==> config.mk <==
export PLATFORM = sky130hd
export DESIGN_NAME = display_mux
export DESIGN_NICKNAME = d
export VERILOG_FILES = /design/src/rtl/display_mux.sv
export SDC_FILE = /design/constraint.sdc
export NUM_CORES = 1
export LEC_CHECK = 0
export BUFFER_PORTS_ARGS = -buffer_cell sky130_fd_sc_hd__buf_2
export CORE_MARGIN = 3
export CORE_UTILIZATION = 55
export DETAILED_ROUTE_END_ITERATION = 10
export PLACE_DENSITY = 0.76
export SYNTH_ARGS = -nofsm -noshare
export SYNTH_HDL_FRONTEND = slang
export SYNTH_SLANG_ARGS = --single-unit
==> constraint.sdc <==
create_clock -name clk -period 6.1 [get_ports clk]
set_input_delay 0 -clock clk [delete_from_list [all_inputs] [get_ports clk]]
set_output_delay 0 -clock clk [all_outputs]
set_load 0.02 [all_outputs]
==> src/rtl/display_mux.sv <==
// display_mux: time-multiplexes a mod-12 / mod-10 counter pair onto three
// seven-segment digits. Inputs are snapshotted once per frame so that a
// frame never mixes two different counter states.
module display_mux #(
  parameter int unsigned SCAN_DIV       = 1000,
  parameter bit          SEG_ACTIVE_LOW = 1'b1
) (
  input  logic       clk,
  input  logic       rst,
  input  logic [3:0] cont_12_in,
  input  logic [3:0] cont_10_in,
  input  logic       blank,
  output logic [6:0] seg,
  output logic [2:0] an,
  output logic       err
);

  localparam logic [15:0] LP_LAST    = 16'(SCAN_DIV - 1);
  localparam logic [6:0]  LP_SEG_OFF = SEG_ACTIVE_LOW ? 7'h7F : 7'h00;
  localparam logic [3:0]  LP_CODE_E  = 4'hE;

  logic [15:0] r_presc;
  logic [1:0]  r_digit;
  logic [3:0]  r_sh12;
  logic [3:0]  r_sh10;

  logic        w_tick;
  logic        w_capture;
  logic        w_bad12;
  logic        w_bad10;
  logic        w_tens;
  logic [3:0]  w_ones;
  logic [3:0]  w_code;
  logic [2:0]  w_an_nxt;
  logic [6:0]  w_seg_nxt;

  // Active-high gfedcba pattern for a digit code; E is the error glyph.
  function automatic logic [6:0] seg_hi(input logic [3:0] code);
    logic [6:0] pat;
    case (code)
      4'd0:      pat = 7'h3F;
      4'd1:      pat = 7'h06;
      4'd2:      pat = 7'h5B;
      4'd3:      pat = 7'h4F;
      4'd4:      pat = 7'h66;
      4'd5:      pat = 7'h6D;
      4'd6:      pat = 7'h7D;
      4'd7:      pat = 7'h07;
      4'd8:      pat = 7'h7F;
      4'd9:      pat = 7'h6F;
      LP_CODE_E: pat = 7'h79;
      default:   pat = 7'h00;
    endcase
    return pat;
  endfunction

  // Apply the board's segment polarity.
  function automatic logic [6:0] seg_pol(input logic [6:0] pat);
    return SEG_ACTIVE_LOW ? ~pat : pat;
  endfunction

  assign w_tick    = (r_presc == LP_LAST);
  assign w_capture = w_tick && (r_digit == 2'd2);
  assign w_bad12   = (r_sh12 > 4'd11);
  assign w_bad10   = (r_sh10 > 4'd9);
  assign w_tens    = (r_sh12 >= 4'd10);
  assign w_ones    = w_tens ? (r_sh12 - 4'd10) : r_sh12;

  // Prescaler: counts 0..SCAN_DIV-1 and wraps; tick on the last count.
  always_ff @(posedge clk or negedge rst) begin
    if (!rst)        r_presc <= '0;
    else if (w_tick) r_presc <= '0;
    else             r_presc <= r_presc + 16'd1;
  end

  // Digit slot index: 0 -> 1 -> 2 -> 0, advancing only on tick.
  always_ff @(posedge clk or negedge rst) begin
    if (!rst)                    r_digit <= '0;
    else if (w_tick) r_digit <= (r_digit == 2'd2) ? 2'd0 : r_digit + 2'd1;
  end

  // Frame snapshot: load both counts at the end of the digit2 slot only.
  always_ff @(posedge clk or negedge rst) begin
    if (!rst) begin
      r_sh12 <= '0;
      r_sh10 <= '0;
    end else if (w_capture) begin
      r_sh12 <= cont_12_in;
      r_sh10 <= cont_10_in;
    end
  end

  // Select the active digit, its glyph, leading-zero and global blanking.
  always_comb begin
    w_an_nxt  = 3'b111;
    w_code    = 4'd0;
    w_seg_nxt = LP_SEG_OFF;
    case (r_digit)
      2'd0: begin
        w_an_nxt = 3'b110;
        w_code   = w_bad10 ? LP_CODE_E : r_sh10;
      end
      2'd1: begin
        w_an_nxt = 3'b101;
        w_code   = w_bad12 ? LP_CODE_E : w_ones;
      end
      2'd2: begin
        if (w_bad12) begin
          w_an_nxt = 3'b011;
          w_code   = LP_CODE_E;
        end else if (w_tens) begin
          w_an_nxt = 3'b011;
          w_code   = 4'd1;
        end
      end
      default: ;
    endcase
    if (blank) w_an_nxt = 3'b111;
    if (w_an_nxt != 3'b111) w_seg_nxt = seg_pol(seg_hi(w_code));
  end

  // Output registers: one cycle behind the slot index and snapshot.
  always_ff @(posedge clk or negedge rst) begin
    if (!rst) begin
      an  <= 3'b111;
      seg <= LP_SEG_OFF;
      err <= 1'b0;
    end else begin
      an  <= w_an_nxt;
      seg <= w_seg_nxt;
      err <= w_bad12 || w_bad10;
    end
  end

endmodule
* Yosys cells after proc, flatten, opt, wreduce, memory -nomap -nowiden *
Memory sizes are Yosys's and may differ from the RTL's.
Cells that the tools add are included.

storage, ports and cells
  bits in registers = 37
  memories kept = 1
  ROM bits = 112
  word-level logic and storage cells = 36

cells by class
  order comparisons = 3
  bitwise operators = 1
  add/sub/neg operators = 3
  eq/ne operators = 4
  mux-type cells = 14
  reduce and logical (&&, ||, !) cells = 3

memories
  name              words  bits a word  read ports  clocked after Yosys merged registers in  write ports  RTL line  RTL
  (name not given)  16     7            1           0                                        0            40        case (code)

operators with widths
  operator                                                number
  adder 16 x 1 -> 16 bit (second input constant)          1
  equality test 16 x 10 -> 1 bit (second input constant)  1
  2-to-1 mux 16 bit                                       1
  2-to-1 mux 4 bit                                        4
  2-to-1 mux 7 bit                                        2
  case mux 4 bit (3 select lines)                         1
  2-to-1 mux 3 bit                                        3
  case mux 3 bit (3 select lines)                         1
  greater-than comparator 4 bit (second input constant)   2
  inverter 7 bit                                          1
  >= comparator 4 bit (second input constant)             1
  subtractor 4 bit (second input constant)                1
  inequality test 3 bit (second input constant)           1
  adder 2 x 1 -> 2 bit (second input constant)            1
  equality test 2 x 1 -> 1 bit (second input constant)    1
  equality test 2 bit (second input constant)             1
  logical NOT 2 bit                                       1
  2-to-1 mux 2 bit                                        1
  logical AND 1 bit                                       1
  logical OR 1 bit                                        1
  2-to-1 mux 1 bit                                        1

* Longest topological paths before layout *
Gate-level depths: netlist of run 1.

  depth in word-level cells = 9
  depth in mapped cells = 10

* Least setup slack after synthesis of run 1 *
Ideal clock, no wire load.

  kind = reg2reg
  start = register r_digit[1]
  end = register seg[5]
  setup slack = 3.922 ns
  cell stages (with the launch flop) = 10
  arrival = 2.090 ns
  setup time = 0.088 ns
  path buffers = 1
  data required time = 6.012 ns
  cells stage by stage = dfrtp_1 buf_2 nand3b_1 o21ai_0 a211oi_1 inv_1 ha_1 or3b_2 a21oi_1 or3_1

between the ends
  longest elaborated chain between the ends = 6
  elaborated cells between the ends (all ways) = 11

ends and longest elaborated chain
  what                                               RTL line  RTL
  start: declaration                                 23        logic [1:0] r_digit;
  start signal: assignment                           79        else if (w_tick) r_digit <= (r_digit == 2'd2) ? 2'd0 : r_digit + 2'd1;
  equality test 2 bit, or another cell as far along  98        case (r_digit)
  case mux 4 bit (3 select lines)                    98
  memory (16 x 7 bit)                                -
  2-to-1 mux 7 bit                                   119       if (w_an_nxt != 3'b111) w_seg_nxt = seg_pol(seg_hi(w_code));
  inverter 7 bit                                     59        return SEG_ACTIVE_LOW ? ~pat : pat;
  2-to-1 mux 7 bit *                                 119
  via w_seg_nxt[5]                                   35        logic [6:0] w_seg_nxt;
  end signal: assignment                             130       seg <= w_seg_nxt;
  end: declaration                                   13        output logic [6:0] seg,

The timed path passes the listed nets; every way through them passes the cells marked *. The select of a mux whose other input is x is not followed.
A chain may end at the register's enable or synchronous reset.

* Worst setup path in the final report of run 1 *
Ends and elaborated chain as after synthesis.

==> impl_metrics.tcl, run 1 <==
set metrics [dict create \
    status "completed" \
    synthMostInstantiatedCell "dfrtp_1" \
    grt_pass1_wl_um 6486 \
    cts_tree "done" \
    n_antenna_cell 0 \
    irDropWorstVdd_uv 130.4 \
    cts_made_buffers 5 \
    synth_top_area_share_pct 36.07 \
    place_ws_ns 3.520 \
    htreeDepth 2 \
    dieArea_um2 4142 \
    ys_top_cells_by_count "dfrtp_1, o21ai_0, nor2_1" \
    clock_path_buffers 2 \
    endpoint_kind "flop" \
    die_w_um 64.36 \
    skew_ns 0.008817 \
    cp.required_ns 6.38 \
    core_um2 3153 \
    final_hold_viol_count 0 \
    synthesis.area_um2 1873 \
    vias 1392 \
    port-buffer-count 21 \
    cellPowerDensity_nw_per_um2 203.5 \
    fmax_mhz 385.4 \
    synth.distinct_cells 45 \
    routedWlPerCell_um 14.35 \
    grt_max_degree 38 \
    finalWeightedCongestion 0.9294 \
    cts_root_buf "clkbuf_4" \
    clock_sinks 37 \
    synth_area_leaders "dfrtp_1, dfstp_2, mux2_2" \
    avgViaCountPerCell 5.480 \
    finalSetupViolCount 0 \
    synth.avg_cell_area_um2 10.70 \
    overflow 0 \
    dpl.hpwl_um 2498 \
    antenna_found_initial 0 \
    rsz0062_at_grt "false" \
    drt_first_iter_violations 124 \
    cp_max_fo 14 \
    drive_gt1_share_pct 25.71 \
    syn_nets 193 \
    syn_inst 175 \
    synthFlopType "dfrtp_1" \
    setup_tns_ns 0 \
    drc 0 \
    synthToLayoutAreaGrowth_pct 17.43 \
    ys_async_sr_fraction_pct 100.0 \
    clk_transition_reported_paths_ns 0.11 \
    layout.nets 227 \
    first_pass_iters 4 \
    nFillCells 249 \
    initial_core_util_pct 59.40 \
    critPathKind "reg -> reg" \
    synth_edf_count 0 \
    ys_warn_count 0 \
    holdCritPathClass "in -> async" \
    p_leak_nw 1.036 \
    period_minus_slack_ns 2.595 \
    worst_path_max_delay_cell "a211oi_1" \
    setup_ws_ns 3.505 \
    rows 20 \
    synth_seq_cells 37 \
    yosysSeqAreaShare_pct 50.10 \
    cpLargestDelayFamily "simple AND/OR/NAND/NOR gates" \
    tightest_slew_ns 0.8149 \
    wirelength_um 3644 \
    dieHeight_um 64.36 \
    critPathMaxStageDelay_ns 0.57 \
    crit_chain "or2b_2 > o21ai_0 > a211oi_1 > inv_1 > ha_1 > or3b_2 > a21oi_1 > or3_1" \
    cts_repair_resize_count 0 \
    arrival_ns 2.87 \
    gr-usage-all-layers_pct 20.85 \
    relSlewSlack_pct 45.22 \
    path_buf_inv 1 \
    ant_nets 0 \
    drv_cap 0 \
    io_pins 22 \
    grt_pass1_vias 1404 \
    drv_slew 0 \
    clk_latency_ns 0.35 \
    cp-start-kind "flop" \
    finalCritPeriodShare_pct 42.54 \
    synth_top_area_cell "dfrtp_1" \
]
[power breakdown]
| part | internal (mW) | switching, mW |
|---|---|---|
| clock network | 0.0979 | 0.0790 |
| registers | 0.249 | 0.000492 |
| logic | 0.00938 | 0.0116 |
[per-stage QoR]
stage / utilization, % / hold slack [ns] / total power [mW] / cell area, um^2 / std cells
after detailed placement: 63.89 / 0.1321 / 0.2708 / 2014 / 236
final: 69.76 / 0.2674 / 0.4477 / 2200 / 254
after global placement: 63.89 / 0.1121 / 0.2703 / 2014 / 236
after global routing: 69.76 / 0.3237 / 0.4708 / 2200 / 254
after CTS: 69.76 / 0.2809 / 0.4540 / 2200 / 254
after floorplan: - / -0.2956 / 0.2604 / 1873 / 175
[placed cells by master (no fill, tap or decap), types with 2 or more instances in the layout]
cell	synthesis	final
nand3_1	5	5
or3_1	4	4
nand2_1	12	12
nor3_1	5	5
nand2b_1	4	4
xor2_1	9	9
nand4b_1	2	2
clkbuf_4	0	5
mux2i_1	2	2
and3_1	3	3
nor2_1	13	13
mux2_2	8	8
dlygate4sd3_1	0	10
a21oi_1	5	5
nand4_1	4	4
xnor2_1	4	4
or4_4	2	2
dfrtp_1	27	27
dfstp_2	10	10
o21ai_0	15	15
inv_1	6	6
ha_1	7	7
buf_2	3	21
nor2b_1	2	2
[cell type report]
cell class / count / area [um^2] / area share, %
repair buffers: 31 / 205.2 / 9.329
clock buffers: 7 / 55.05 / 2.503
inverters: 6 / 22.52 / 1.024
flip-flops and latches: 37 / 938.4 / 42.66
well taps: 44 / 55.05 / 2.503
clock inverters: 1 / 30.03 / 1.365
multi-input cells: 128 / 893.4 / 40.61
[final timing paths]
kind                                    endpoint  slack (ns)                    from  depth (start not counted)
max                             seg[5]$_DFF_PN1_        3.51  r_digit[1]$_DFFE_PN0N_                          8
min                         r_presc[6]$_DFF_PN0_        0.27                     rst                          2
max reg2reg                     seg[5]$_DFF_PN1_        3.51  r_digit[1]$_DFFE_PN0N_                          8
min reg2reg                r_presc[15]$_DFF_PN0_        0.49   r_presc[15]$_DFF_PN0_                          1
max in group asynchronous  r_sh12[1]$_DFFE_PN0P_        5.33                     rst                          2
min in group clk           r_sh10[0]$_DFFE_PN0P_        0.41           cont_10_in[0]                          3
[layer usage]
metal / vias to the layer above / GRT usage, % / wire length (um)
li1: 689 / - / -
met1: 665 / 27.43 / 1628
met2: 36 / 31.96 / 1797
met3: 2 / 6.854 / 198
met4: 0 / 7.916 / 19
met5: - / 0 / 0
[flip-flops by register name, summed over array words and instances (netlist names)]
signal and cells:
r_presc 16, seg 7, r_sh10 4, r_sh12 4, an 3, r_digit 2, err 1
[kinds of logic after synthesis]
group,synth area share (%)
DFF,50.10
and+or+nand+nor,21.51
xor gates and xnor gates,6.079
AOI/OAI and AO/OA,9.553
muxes,5.879
buffers and inverters,2.204
adders and majority gates,4.676
[what timing repair did]
action / in CTS / in global routing
setup buffers: 0 / 0
endpoints found under the setup margin: 0 / 0
hold endpoints to repair: 38 / 0
hold buffers: 10 / 0
Power figures use the tool's default switching activity.
==> run 2: changes to the inputs <==
--- a/config.mk
+++ b/config.mk
@@ -7,9 +7,9 @@
 export LEC_CHECK = 0
 export BUFFER_PORTS_ARGS = -buffer_cell sky130_fd_sc_hd__buf_2
 export CORE_MARGIN = 3
-export CORE_UTILIZATION = 55
+export CORE_UTILIZATION = 51
 export DETAILED_ROUTE_END_ITERATION = 10
-export PLACE_DENSITY = 0.76
+export PLACE_DENSITY = 0.74
 export SYNTH_ARGS = -nofsm -noshare
 export SYNTH_HDL_FRONTEND = slang
 export SYNTH_SLANG_ARGS = --single-unit
==> constraint.sdc (replaced) <==
create_clock -name clk -period 2.2 [get_ports clk]
set_input_delay 0 -clock clk [delete_from_list [all_inputs] [get_ports clk]]
set_output_delay 0 -clock clk [all_outputs]
set_load 0.02 [all_outputs]
==> run 2 against run 1 <==
Non-clock buffer count increased by 12. Clock skew decreased by 0.0015 ns. Sequential share of layout area down 1.8 points. Worst setup slack worse by 3.5 ns. Utilization decreased by 2.8 points. Design area increased by 4.8%. Clock power increased to 2.6 times the previous value. Critical path depth decreased by 4. Power grew to 2.7 times the previous value. Register-to-register slack worse by 3.5 ns. Die area up 7.1%. Final cell count grew 5.5%. Largest cell class unchanged.
==> impl_metrics.tcl, run 2 (same netlist as run 1, synthesis figures left out) <==
set metrics [dict create \
    drc 0 \
    n_antenna_cell 0 \
    routedWlPerCell_um 13.49 \
    grt_pass1_vias 1490 \
    clk_latency_ns 0.29 \
    largest_reg_flops 16 \
    critPathKind "reg -> reg" \
    p_total_mw 1.204 \
    status "completed" \
    clock_sinks 37 \
    cellPowerDensity_nw_per_um2 522.4 \
    clk_transition_reported_paths_ns 0.07 \
    irDropWorstVdd_uv 354.5 \
    reg_top3 "r_presc x16, seg x7" \
    rrSetupSlack_ns 0.05 \
    grt_max_degree 38 \
    dpl.hpwl_um 2626 \
    synthToLayoutAreaGrowth_pct 23.05 \
    clock_path_buffers 2 \
    finalInstanceArea_um2 2305 \
    overflow 0 \
    io_pins 22 \
    dieHeight_um 66.60 \
    antenna_found_initial 0 \
    cp_max_fo 10 \
    port-buffer-count 21 \
    first_pass_iters 4 \
    die_w_um 66.60 \
    place_area_um2 2092 \
    top_register "r_presc" \
    ant_nets 0 \
    r2r-end "r_sh12[3]$_DFFE_PN0P_" \
    vias 1477 \
    drive_gt1_share_pct 31.98 \
    worstReg2RegStart "r_presc[12]$_DFF_PN0_" \
    setup_tns_ns 0 \
    avgViaCountPerCell 5.511 \
    initial_core_util_pct 54.42 \
    drt_first_iter_violations 103 \
    cp-start-kind "flop" \
    layout.nets 239 \
    cp.required_ns 2.38 \
    endpoint_kind "flop" \
    drv_cap 0 \
    dieArea_um2 4436 \
    final_common_cell "dfrtp_1" \
    holdCritPathClass "in -> async" \
    mostFrequentLayoutCells "dfrtp_1, buf_2, o21ai_0, nor2_1" \
    finalSetupViolCount 0 \
    htreeDepth 2 \
    r2r_cells 4 \
    cts_made_buffers 5 \
    core_um2 3442 \
    p_leak_nw 1.096 \
    drv_slew 0 \
    fmax_mhz 465.1 \
    relSlewSlack_pct 46.73 \
    finalWeightedCongestion 0.7953 \
    cts_root_buf "clkbuf_8" \
    arrival_ns 2.33 \
    final_hold_viol_count 0 \
    rows 21 \
    period_minus_slack_ns 2.150 \
    cts_tree "done" \
    gr-usage-all-layers_pct 18.87 \
    wirelength_um 3614 \
    grt_pass1_wl_um 6327 \
    finalCritPeriodShare_pct 97.73 \
    skew_ns 0.007267 \
    tightest_slew_ns 0.7990 \
]
==> run 2: stage by stage <==
| stage | utilization (%) | worst slack [ns] | std cells | hold WS (ns) |
|---|---|---|---|---|
| global placement | 60.78 | 0.1006 | 248 | 0.1090 |
| global route | 66.96 | -0.04158 | 268 | 0.4070 |
| finish | 66.96 | 0.04998 | 268 | 0.3367 |
| CTS | 66.09 | 0.04985 | 266 | 0.3566 |
| floorplan | - | 0.02214 | 175 | -0.2956 |
| detailed placement | 60.78 | 0.05717 | 248 | 0.1296 |
==> run 2: report_power, final <==
| group | switching [mW] | internal, mW |
|---|---|---|
| Combinational | 0.0315 | 0.0260 |
| Clock | 0.234 | 0.219 |
| Sequential | 0.00138 | 0.692 |
| Total | 0.267 | 0.937 |
==> run 2: critical path, cell delays in order (launching register included) <==
cell and delay (ns):
dfrtp_1 0.39, or4_4 0.54, or4_4 0.57, nor2_8 0.18, mux2_2 0.36
==> run 2: cell type report <==
type | instances | area, um^2
Inverter | 6 | 22.52
Timing Repair Buffer | 43 | 295.3
Sequential cell | 37 | 940.9
Clock inverter | 2 | 10.01
Multi-Input combinational cell | 128 | 905.9
Tap cell | 46 | 57.56
Fill cell | 279 | 1137
Clock buffer | 6 | 72.57
==> run 2: worst max path at each step <==
stage                           startpoint                    end  slack, ns
global placement    r_digit[0]$_DFFE_PN0N_       seg[5]$_DFF_PN1_       0.10
finish               r_presc[12]$_DFF_PN0_  r_sh12[3]$_DFFE_PN0P_       0.05
global route         r_sh10[3]$_DFFE_PN0P_       seg[5]$_DFF_PN1_      -0.04
detailed placement   r_presc[12]$_DFF_PN0_  r_sh12[3]$_DFFE_PN0P_       0.06
CTS                  r_presc[12]$_DFF_PN0_  r_sh12[3]$_DFFE_PN0P_       0.05
floorplan           r_digit[1]$_DFFE_PN0N_       seg[5]$_DFF_PN1_       0.02
==> run 2: per-layer routing <==
metal,wire [um],track usage (%)
met5,0,0
met4,49,6.853
met3,168,5.565
met2,1888,32.43
met1,1507,22.14
==> run 2: what timing repair did <==
action / CTS / global route
hold buffers: 10 / 0
buffers inserted: 0 / 2
setup endpoints to repair: 0 / 3
resized for setup: 0 / 6
hold endpoints to repair: 38 / 0
==> run 3: changes to the inputs <==
--- a/config.mk
+++ b/config.mk
@@ -6,7 +6,7 @@
 export NUM_CORES = 1
 export LEC_CHECK = 0
 export BUFFER_PORTS_ARGS = -buffer_cell sky130_fd_sc_hd__buf_2
-export CORE_MARGIN = 3
+export CORE_MARGIN = 5
 export CORE_UTILIZATION = 51
 export DETAILED_ROUTE_END_ITERATION = 10
 export PLACE_DENSITY = 0.74
==> run 3 against run 2 <==
Critical endpoint is now r_sh10[0]$_DFFE_PN0P_. First-iteration DRC count increased by 11%. Clock skew shrank 0.0035 ns. Clock power is 15% higher. Final cell count rose by 1.1%. Sequential share of layout area down 0.50 points. Non-clock buffer count is 1 higher. Worst setup slack better by 0.0071 ns. Largest power group unchanged. Critical path depth is the same. Global-route usage is 2.3 points lower. Power increased by 5.6%. Flip-flop and latch count is the same. Combinational power about the same.
==> impl_metrics.tcl, run 3 (same netlist as run 1, synthesis figures left out) <==
set metrics [dict create \
    grt_pass1_vias 1442 \
    die_w_um 70.60 \
    crit_start "r_presc[12]$_DFF_PN0_" \
    finalCritPeriodShare_pct 97.41 \
    place_area_um2 2110 \
    nFillCells 296 \
    avgViaCountPerCell 5.369 \
    rsz0062_at_grt "false" \
    hold_ws_ns 0.3295 \
    fmax_mhz 466.7 \
    arrival_ns 2.32 \
    setup_tns_ns 0 \
    port-buffer-count 21 \
    final_common_cell "dfrtp_1" \
    critPathMaxStageDelay_ns 0.57 \
    reg_top3 "r_presc x16, seg x7" \
    status "completed" \
    cellPowerDensity_nw_per_um2 546.3 \
    dieArea_um2 4984 \
    grt_pass1_wl_um 6561 \
    cp_max_fo 10 \
    dpl.hpwl_um 2654 \
    drive_gt1_share_pct 31.39 \
    vias 1455 \
    cts_root_buf "clkbuf_8" \
    skew_ns 0.003809 \
    drv_cap 0 \
    drc 0 \
    layout.nets 240 \
    holdCritPathClass "in -> async" \
    cts_tree "done" \
    finalWeightedCongestion 0.8887 \
    synthToLayoutAreaGrowth_pct 24.25 \
    worstReg2RegStart "r_presc[12]$_DFF_PN0_" \
    top_register "r_presc" \
    critPathKind "reg -> reg" \
    first_pass_iters 4 \
    routedWlPerCell_um 13.66 \
    multi_input_area_um2 902.1 \
    gr-usage-all-layers_pct 16.57 \
    antenna_found_initial 0 \
    cp-start-kind "flop" \
    dieHeight_um 70.60 \
    finalSetupViolCount 0 \
    cpMostUsedCell "or4_4" \
    htreeDepth 2 \
    grt_max_degree 38 \
    final_hold_viol_count 0 \
    rows 22 \
    mostFrequentLayoutCells "dfrtp_1, buf_2, o21ai_0, nor2_1, buf_4" \
    p_leak_nw 1.112 \
    overflow 0 \
    final-seq-area_um2 938.4 \
    rrSetupSlack_ns 0.06 \
    r2r_cells 4 \
    endpoint_kind "flop" \
    n_antenna_cell 0 \
    clk_transition_reported_paths_ns 0.07 \
    drt_first_iter_violations 114 \
    irDropWorstVdd_uv 424.0 \
    period_minus_slack_ns 2.143 \
    io_pins 22 \
    clock_path_buffers 2 \
    clk_latency_ns 0.29 \
    relSlewSlack_pct 47.13 \
    worst_path_max_delay_cell "or4_4" \
    ant_nets 0 \
    cp.required_ns 2.37 \
    r2r-end "r_sh10[0]$_DFFE_PN0P_" \
    cts_made_buffers 5 \
    crit_chain "or4_4 > or4_4 > nor2_8 > mux2_2" \
    clock_sinks 37 \
    largest_reg_flops 16 \
    fin_util_pct 64.54 \
    initial_core_util_pct 51.94 \
    wirelength_um 3701 \
    tightest_slew_ns 0.7930 \
    core_um2 3606 \
    drv_slew 0 \
    finalInstanceArea_um2 2327 \
    p_total_mw 1.271 \
]
==> run 3: area by class of cell <==
type | count | share of cell area, %
clock buffers | 7 | 4.140
clock inverters | 1 | 0.2151
inverters | 6 | 0.9677
multi-input cells | 128 | 38.76
flip-flops and latches | 37 | 40.32
well taps | 48 | 2.581
repair buffers | 44 | 13.01
==> run 3: worst max-delay path by stage <==
stage                             to  slack [ns]  cells after the start
6_report       r_sh10[0]$_DFFE_PN0P_        0.06                      4
5_1_grt        r_sh10[0]$_DFFE_PN0P_      0.0007                      4
4_1_cts        r_sh10[2]$_DFFE_PN0P_        0.06                      4
3_5_place_dp   r_sh10[2]$_DFFE_PN0P_        0.06                      4
3_3_place_gp   r_sh10[2]$_DFFE_PN0P_        0.10                      4
2_1_floorplan       seg[5]$_DFF_PN1_        0.02                      9
==> run 3: layer usage <==
layer	vias up	GRT usage, %	wire length (um)
met4	0	5.010	53
met2	37	28.59	1942
met3	6	5.398	195
met1	697	19.75	1509
li1	715	-	-
met5	-	0	0
==> run 3: worst max-delay path, delay by kind of cell (launching register included) <==
kind / cells / cell delay [ns]
and+or+nand+nor: 3 / 1.28
DFF: 1 / 0.38
muxes: 1 / 0.36
==> run 3: what timing repair did <==
action,CTS,global route
endpoints found under the hold margin,38,0
setup endpoints to repair,0,2
setup buffers,0,1
gates resized for setup,0,3
hold buffers,10,0
==> run 3: stage by stage <==
stage | instances | setup WS [ns]
6_report | 271 | 0.05709
5_1_grt | 271 | 0.0006926
2_1_floorplan | 175 | 0.02214
4_1_cts | 270 | 0.05530
3_3_place_gp | 252 | 0.1047
3_5_place_dp | 252 | 0.06173
==> run 3: power breakdown <==
| group | internal [mW] | switching (mW) |
|---|---|---|
| Clock | 0.283 | 0.238 |
| Combinational | 0.0260 | 0.0316 |
| Sequential | 0.692 | 0.00127 |
| Total | 1.00 | 0.271 |
